`config.mk`:
```
export PLATFORM = sky130hd
export DESIGN_NAME = fir_seq_ctrl
export DESIGN_NICKNAME = d
export VERILOG_FILES = /design/src/rtl/fir_seq_ctrl.sv
export SDC_FILE = /design/constraint.sdc
export NUM_CORES = 2
export LEC_CHECK = 0
export BUFFER_PORTS_ARGS = -buffer_cell sky130_fd_sc_hd__buf_2
export CAP_MARGIN = 5
export CORE_MARGIN = 5
export CORE_UTILIZATION = 55
export DETAILED_ROUTE_END_ITERATION = 16
export GPL_TIMING_DRIVEN = 0
export PLACE_DENSITY = 0.75
export SLEW_MARGIN = 20
export SYNTH_ARGS = -nofsm -noshare
export SYNTH_HDL_FRONTEND = slang
export SYNTH_SLANG_ARGS = --single-unit
```
`constraint.sdc`:
```
create_clock -name clk -period 8.46 [get_ports clk]
set_clock_uncertainty 0.2 [all_clocks]
set_input_delay 0.423 -clock clk [delete_from_list [all_inputs] [get_ports clk]]
set_output_delay 0.423 -clock clk [all_outputs]
set_load 0.01 [all_outputs]
```
`src/rtl/fir_seq_ctrl.sv`:
```
// Band FIR sequencer: steps the coefficient ROM in lock-step with the band
// queue burst and MACs left/right samples into one saturated Q1.15 pair.
module fir_seq_ctrl #(
  parameter int NUM_TAPS = 1021,
  parameter int ADDR_W   = 10,
  parameter int ACC_W    = 42
) (
  input  logic              clk,
  input  logic              rst,
  input  logic              sequencing,
  input  logic [15:0]       lft_smpl,
  input  logic [15:0]       rght_smpl,
  input  logic [15:0]       coeff,
  output logic [ADDR_W-1:0] coeff_addr,
  output logic [15:0]       lft_out,
  output logic [15:0]       rght_out,
  output logic              vld,
  output logic              busy,
  output logic              err
);

  typedef enum logic [1:0] {
    IDLE,
    ACCUM,
    DONE
  } state_t;

  localparam logic [ADDR_W-1:0] LAST = ADDR_W'(NUM_TAPS - 1);

  state_t            state;
  state_t            state_nxt;
  logic [ADDR_W-1:0] tap;
  logic [ACC_W-1:0]  acc_l;
  logic [ACC_W-1:0]  acc_r;
  logic signed [31:0] prod_l;
  logic signed [31:0] prod_r;
  logic              last_tap;
  logic              abort;

  assign prod_l   = $signed(lft_smpl) * $signed(coeff);
  assign prod_r   = $signed(rght_smpl) * $signed(coeff);
  assign last_tap = (tap == LAST);
  assign abort    = (state == ACCUM) && !sequencing && !last_tap;

  // Takes acc[ACC_W-1:15]; result is acc[30:15] unless the guard bits overflow
  function automatic logic [15:0] sat16(
    input logic [ACC_W-16:0] a
  );
    logic [ACC_W-31:0] hi;
    hi = a[ACC_W-16:15];
    if (&hi || ~|hi)
      sat16 = a[15:0];
    else if (a[ACC_W-16])
      sat16 = 16'h8000;
    else
      sat16 = 16'h7fff;
  endfunction

  always_ff @(posedge clk) begin
    if (rst)
      state <= IDLE;
    else
      state <= state_nxt;
  end

  always_comb begin
    state_nxt = state;
    unique case (state)
      IDLE:    if (sequencing) state_nxt = ACCUM;
      ACCUM: begin
        if (abort)
          state_nxt = IDLE;
        else if (last_tap)
          state_nxt = DONE;
      end
      DONE:    state_nxt = IDLE;
      default: state_nxt = IDLE;
    endcase
  end

  always_comb begin
    busy = (state == ACCUM);
  end

  always_ff @(posedge clk) begin
    if (rst) begin
      tap        <= '0;
      coeff_addr <= '0;
      acc_l      <= '0;
      acc_r      <= '0;
      lft_out    <= '0;
      rght_out   <= '0;
      vld        <= 1'b0;
      err        <= 1'b0;
    end else begin
      vld <= 1'b0;
      err <= 1'b0;
      unique case (state)
        IDLE: begin
          tap <= '0;
          if (sequencing) begin
            coeff_addr <= ADDR_W'(1);
            acc_l      <= '0;
            acc_r      <= '0;
          end else begin
            coeff_addr <= '0;
          end
        end
        ACCUM: begin
          if (abort) begin
            err        <= 1'b1;
            tap        <= '0;
            coeff_addr <= '0;
            acc_l      <= '0;
            acc_r      <= '0;
          end else begin
            tap   <= tap + 1'b1;
            acc_l <= acc_l + {{(ACC_W-32){prod_l[31]}}, prod_l};
            acc_r <= acc_r + {{(ACC_W-32){prod_r[31]}}, prod_r};
            if (coeff_addr < LAST)
              coeff_addr <= coeff_addr + 1'b1;
          end
        end
        DONE: begin
          lft_out    <= sat16(acc_l[ACC_W-1:15]);
          rght_out   <= sat16(acc_r[ACC_W-1:15]);
          vld        <= 1'b1;
          tap        <= '0;
          coeff_addr <= '0;
        end
        default: begin
          tap        <= '0;
          coeff_addr <= '0;
        end
      endcase
    end
  end

endmodule
```
# Word-level counts from Yosys, hierarchy flattened
# Index checks and enable logic that the tools add are counted.
# word_totals
regBits	140
latch_bits	0
ram_bits	0
romBits	0
input_bits	51
out_inout_bits	45
word_cells	60
mem_count	0
# op_classes
add_sub_neg	4
mul	2
n_div	0
magnitude_cmp	1
n_eq_ne	6
shift	0
mux	19
bitwise_logic	1
reduce_logical	18
# ops
operator	count
42-bit case mux with 2 select lines	2
42-bit two-way mux	3
42-bit adder	2
16-bit by 16-bit multiplier with 32-bit output	2
16-bit two-way mux	4
12-bit AND reduction	2
12-bit OR reduction	2
10-bit by 1-bit adder with 10-bit output (second input constant)	2
10-bit two-way mux	2
10-bit case mux with 2 select lines	1
10-bit equality test (second input constant)	1
10-bit < comparator (second input constant)	1
2-bit two-way mux	3
3-bit by 1-bit inequality test with 1-bit output (second input constant)	2
1-bit zero test	4
2-bit case mux with 2 select lines	1
2-bit AND reduction	2
1-bit two-way mux	3
3-bit OR reduction	1
2-bit by 1-bit equality test with 1-bit output (second input constant)	1
2-bit equality test (second input constant)	1
1-bit logical AND	2
2-bit zero test	1
1-bit logical OR	2
4 further kinds	4

# Logic depth before layout (Yosys ltp)
# logic_depth
depth_word	5
mapped_depth	38
depth_no_buf	37

# Worst setup path before layout
# Ideal clock, no wire load.
# synth_timing
kind	input port to flip-flop
start	input port lft_smpl[11]
end	register acc_l[41]
setup_time_ns	0.069
arrival_ns	8.413
required_time_ns	8.191
path_slack_ns	-0.222
stages	32
path_buffers	1
path_cell_list	clkbuf_1 -> nand2_1 -> fa_1 -> fa_1 -> fa_1 -> inv_1 -> fa_1 -> fa_1 -> inv_1 -> fa_1 -> inv_1 -> ha_1 -> a21o_1 -> a21o_1 -> a21o_1 -> a31o_2 -> a21oi_1 -> o31ai_1 -> o311a_1 -> a211oi_2 -> ha_1 -> a21o_1 -> a21o_1 -> a21o_1 -> a21o_1 -> a21oi_1 -> a2bb2oi_1 -> o31ai_1 -> o41ai_1 -> xor2_1 -> or3_1 -> o21ai_1
# synth_via
elab_chain_cells	4
# synth_rtl
element	line_no	source
from (decl)	11	input logic [15:0] lft_smpl,
16-bit by 16-bit multiplier with 32-bit output	40	assign prod_l = $signed(lft_smpl) * $signed(coeff);
42-bit adder	118	acc_l <= acc_l + {{(ACC_W-32){prod_l[31]}}, prod_l};
42-bit two-way mux	110	if (abort) begin
42-bit case mux with 2 select lines	98	unique case (state)
to (signal assigned)	118	
to (decl)	33	logic [ACC_W-1:0] acc_l;
# Every way passes these cells.
# A chain may end at the register's enable or synchronous reset.

# Final worst setup path
# layout_timing
start	input port coeff[11]
end	register acc_l[41]
# layout_via
elab_chain_cells	4
# layout_rtl
element	line_no	source
from (decl)	13	input logic [15:0] coeff,
16-bit by 16-bit multiplier with 32-bit output	40	
42-bit adder	118	
42-bit two-way mux	110	
42-bit case mux with 2 select lines	98	
# Every way passes these cells.

==> impl_metrics.py <==
metrics = {
    "setup_path": {
        "cp_max_fo": 10,
        "slowest_stage": "fa_2",
        "cp.required_ns": 8.63,
        "path_buf_inv": 5,
        "startpoint_type": "primary input",
        "r2r-start": "acc_r[0]",
        "endpoint_kind": "flip-flop",
        "r2r-end": "acc_r[38]",
        "max_stage_delay_ns": 0.59,
        "crit_family": "adder cells",
        "worst_path_most_repeated_cell": "a21o_1",
        "reg2reg_setup_slack_ns": 4.45,
        "worst-setup-path-type": "primary input to flip-flop",
        "critPathArrivalTime_ns": 8.52,
        "reg2regPathDepth": 14,
    },
    "worst_hold_path": {
        "hold_start": "rght_out[5]",
        "worstHoldEndpoint": "rght_out[5]",
        "hold_path_class": "flip-flop to flip-flop",
        "holdPathStages": 2,
    },
    "die": {
        "dieWidth_um": 238,
        "coreArea_sq_um": 51400,
        "num_io_pins": 96,
        "start_util_pct": 55.6,
        "die_area_sq_um": 56600,
        "rows": 83,
        "die_y_um": 238,
    },
    "finish": {
        "final_nets": 4261,
        "drive_gt1_share_pct": 9.60,
        "final_cells": 4120,
        "area.sequential_sq_um": 2800,
        "nFillCells": 4370,
        "syn_to_final_growth_pct": 11.8,
        "multiInputGateArea_sq_um": 23500,
    },
    "drt": {
        "first_iter_violations": 1635,
        "antenna_left": 0,
        "dr.pass1.iters": 8,
        "vias": 23131,
        "drt-total-wl_mm": 77.0,
        "drc": 0,
        "via_per_inst": 5.61,
        "wire_per_inst_um": 18.7,
    },
    "synth": {
        "syn_area_per_cell_sq_um": 8.72,
        "synth_area_sq_um": 28600,
        "ys_ff_latch": 140,
        "synth_edf_count": 0,
        "seq_area_frac_synth_pct": 9.81,
        "yosys_warnings": 0,
        "synth_async_sr_flop_share_pct": 0,
        "synth.distinct_cells": 66,
        "synth-main-ff-cell": "dfxtp_1",
        "netlist_instances": 3277,
        "syn_nets": 4113,
    },
    "clock_tree": {
        "cts.clk_slew.worst_paths_ns": 0.06,
        "htree_levels": 4,
        "cts_tree": "yes",
        "cts_buffers": 17,
        "cts_sinks": 140,
        "clock_path_buffers": 2,
        "clock_latency_ns": 0.44,
        "root_buffer": "clkbuf_16",
    },
    "timing": {
        "grt_setup_unrepaired": "true",
        "slew_headroom_pct": 41.0,
        "hold_violations": 0,
        "min_period_over_period_pct": 98.7,
        "max_freq_ghz": 0.120,
        "worst_slew_pin_slew_ns": 0.885,
        "slew_viol_final": 0,
        "setup_viol": 0,
        "final.min_clock_period_ns": 8.35,
    },
    "global_route": {
        "antenna_found_initial": 5,
        "grt_use_total_pct": 27.2,
        "grt_max_degree": 17,
        "overflow": 0,
        "grt_pass1_wl_mm": 123,
        "grt_pass1_vias": 23583,
    },
    "run": {
        "max-cap-violations": 0,
    },
    "placement": {
        "place_inst": 4052,
        "dp_hpwl_mm": 63.2,
        "place.gp.congestion": 1.00,
        "io_buffers": 94,
    },
    "outcome": {
        "outcome": "finished clean",
    },
}
==> worst max path at each step <==
stage / depth (start not counted) / end / start
floorplan: 31 / acc_l[41] / lft_smpl[15]
global route: 33 / acc_l[41] / coeff[1]
finish: 33 / acc_l[41] / coeff[11]
global placement: 30 / acc_r[41] / coeff[2]
CTS: 30 / acc_l[41] / lft_smpl[9]
detailed placement: 33 / acc_l[41] / coeff[15]
==> what timing repair did <==
item | 4_1_cts | 5_1_grt
setup endpoints to repair | 26 | 20
resized for setup | 133 | 276
gates cloned | 0 | 1
pin swaps | 5 | 60
hold endpoints to repair | 1 | 0
buffers inserted | 7 | 30
hold buffers | 1 | 0
==> state kept, by name, indices dropped and copies added, names as in the netlist, 2 cells and up <==
signal and cells:
acc_l 42, acc_r 42, coeff_addr 10, lft_out 16, rght_out 16, state 2, tap 10
==> Yosys cell counts, drive strengths merged, types with 3 or more instances <==
library cell	n	area [sq um]
o2111ai	4	35.0
o21a	18	135
nor2b	12	82.6
o211ai	15	113
ha	259	3240
o41ai	3	26.3
inv	623	2340
a211oi	18	145
a211o	5	43.8
nor3	24	120
a31oi	19	119
xor2	61	534
a22o	11	96.3
xnor2	97	850
clkbuf	118	443
o21bai	27	203
dfxtp	140	2800
and3	15	93.8
nand2b	34	213
or3	8	55.1
nand4	17	106
a21o	57	428
a21boi	5	37.5
nand2	388	1460
a221oi	6	52.6
nor4	9	56.3
a21oi	125	629
o31ai	11	82.6
a2111oi	5	43.8
a311oi	22	193
o21ai	147	743
fa	526	10500
a22oi	5	37.5
a31o	4	35.0
nor2	128	480
o31a	4	35.0
and2	246	1540
nand3	33	165
==> stage by stage <==
stage / utilization (%) / hold WS [ns] / instance area [sq um] / setup slack, ns / TNS [ns]
6_report: 62.2 / 0.249 / 32000 / 0.113 / 0
2_1_floorplan: - / 0.230 / 28600 / 0.0688 / 0
3_5_place_dp: 58.3 / 0.246 / 30000 / -1.67 / -27.15
4_1_cts: 60.3 / 0.254 / 31000 / -0.0306 / -0.0330
5_1_grt: 62.2 / 0.278 / 32000 / -0.118 / -0.283
3_3_place_gp: 58.2 / 0.239 / 29900 / -1.82 / -28.75
==> placed cells by master, fill, tap and decap left out, types with 9 or more instances in the layout <==
cell / count
inv_1: 620
fa_1: 517
nand2_1: 384
and2_1: 246
ha_1: 245
dfxtp_1: 140
nor2_1: 127
o21ai_0: 116
a21oi_1: 106
xnor2_1: 94
buf_2: 81
xor2_1: 61
a21o_1: 57
buf_4: 48
clkbuf_1: 43
nand2b_1: 34
nand3_1: 33
o21ai_1: 27
o21bai_1: 26
buf_6: 25
a311oi_1: 22
nor3_1: 20
clkbuf_16: 19
o21a_1: 18
a31oi_1: 17
a21oi_2: 17
nand4_1: 17
clkbuf_4: 16
buf_8: 16
o211ai_1: 15
and3_1: 14
a211oi_1: 13
nor2b_1: 11
a22o_1: 11
nor4_1: 9
fa_2: 9
ha_4: 9
==> routing by layer <==
| layer | vias to the layer above | global-route usage [%] | part of all wire, % |
|---|---|---|---|
| met5 | - | 0 | 0 |
| met4 | 0 | 11.0 | 4.8 |
| met3 | 221 | 5.25 | 7.5 |
| met2 | 840 | 45.8 | 48 |
| met1 | 11443 | 34.7 | 39 |
| li1 | 10627 | - | - |
==> layout make-up <==
type / count / area share, %
Inverter: 623 / 7.33
Antenna cell: 2 / 0.0157
Sequential cell: 140 / 8.77
Buffer: 115 / 3.06
Clock buffer: 19 / 1.42
Timing Repair Buffer: 134 / 2.65
Multi-Input combinational cell: 2394 / 73.6
Tap cell: 680 / 2.66
Clock inverter: 13 / 0.493
==> cells by family (layout without fill, tap and decap cells) <==
| family | Yosys count | after routing | share of synthesized area [%] |
|---|---|---|---|
| flops | 140 | 140 | 9.81 |
| simple gates | 924 | 924 | 15.6 |
| compound gates | 526 | 526 | 11.8 |
| buf+inv | 743 | 904 | 9.76 |
| other cells | 0 | 2 | 0 |
| fa+ha+maj | 785 | 785 | 48.2 |
| mux | 1 | 1 | 0.0350 |
| xor+xnor | 158 | 158 | 4.84 |
==> worst reg2reg max path, delay by kind of cell, from the launching register on <==
kind | cells | cell delay, ns
compound gates | 8 | 2.12
xor+xnor | 1 | 0.15
fa+ha+maj | 2 | 0.61
buf+inv | 1 | 0.07
flops | 1 | 0.34
simple gates | 2 | 0.38
Power is left out: the tool's default activity adds up to more than one toggle a clock period on the data nets, which glitch-free logic cannot reach.
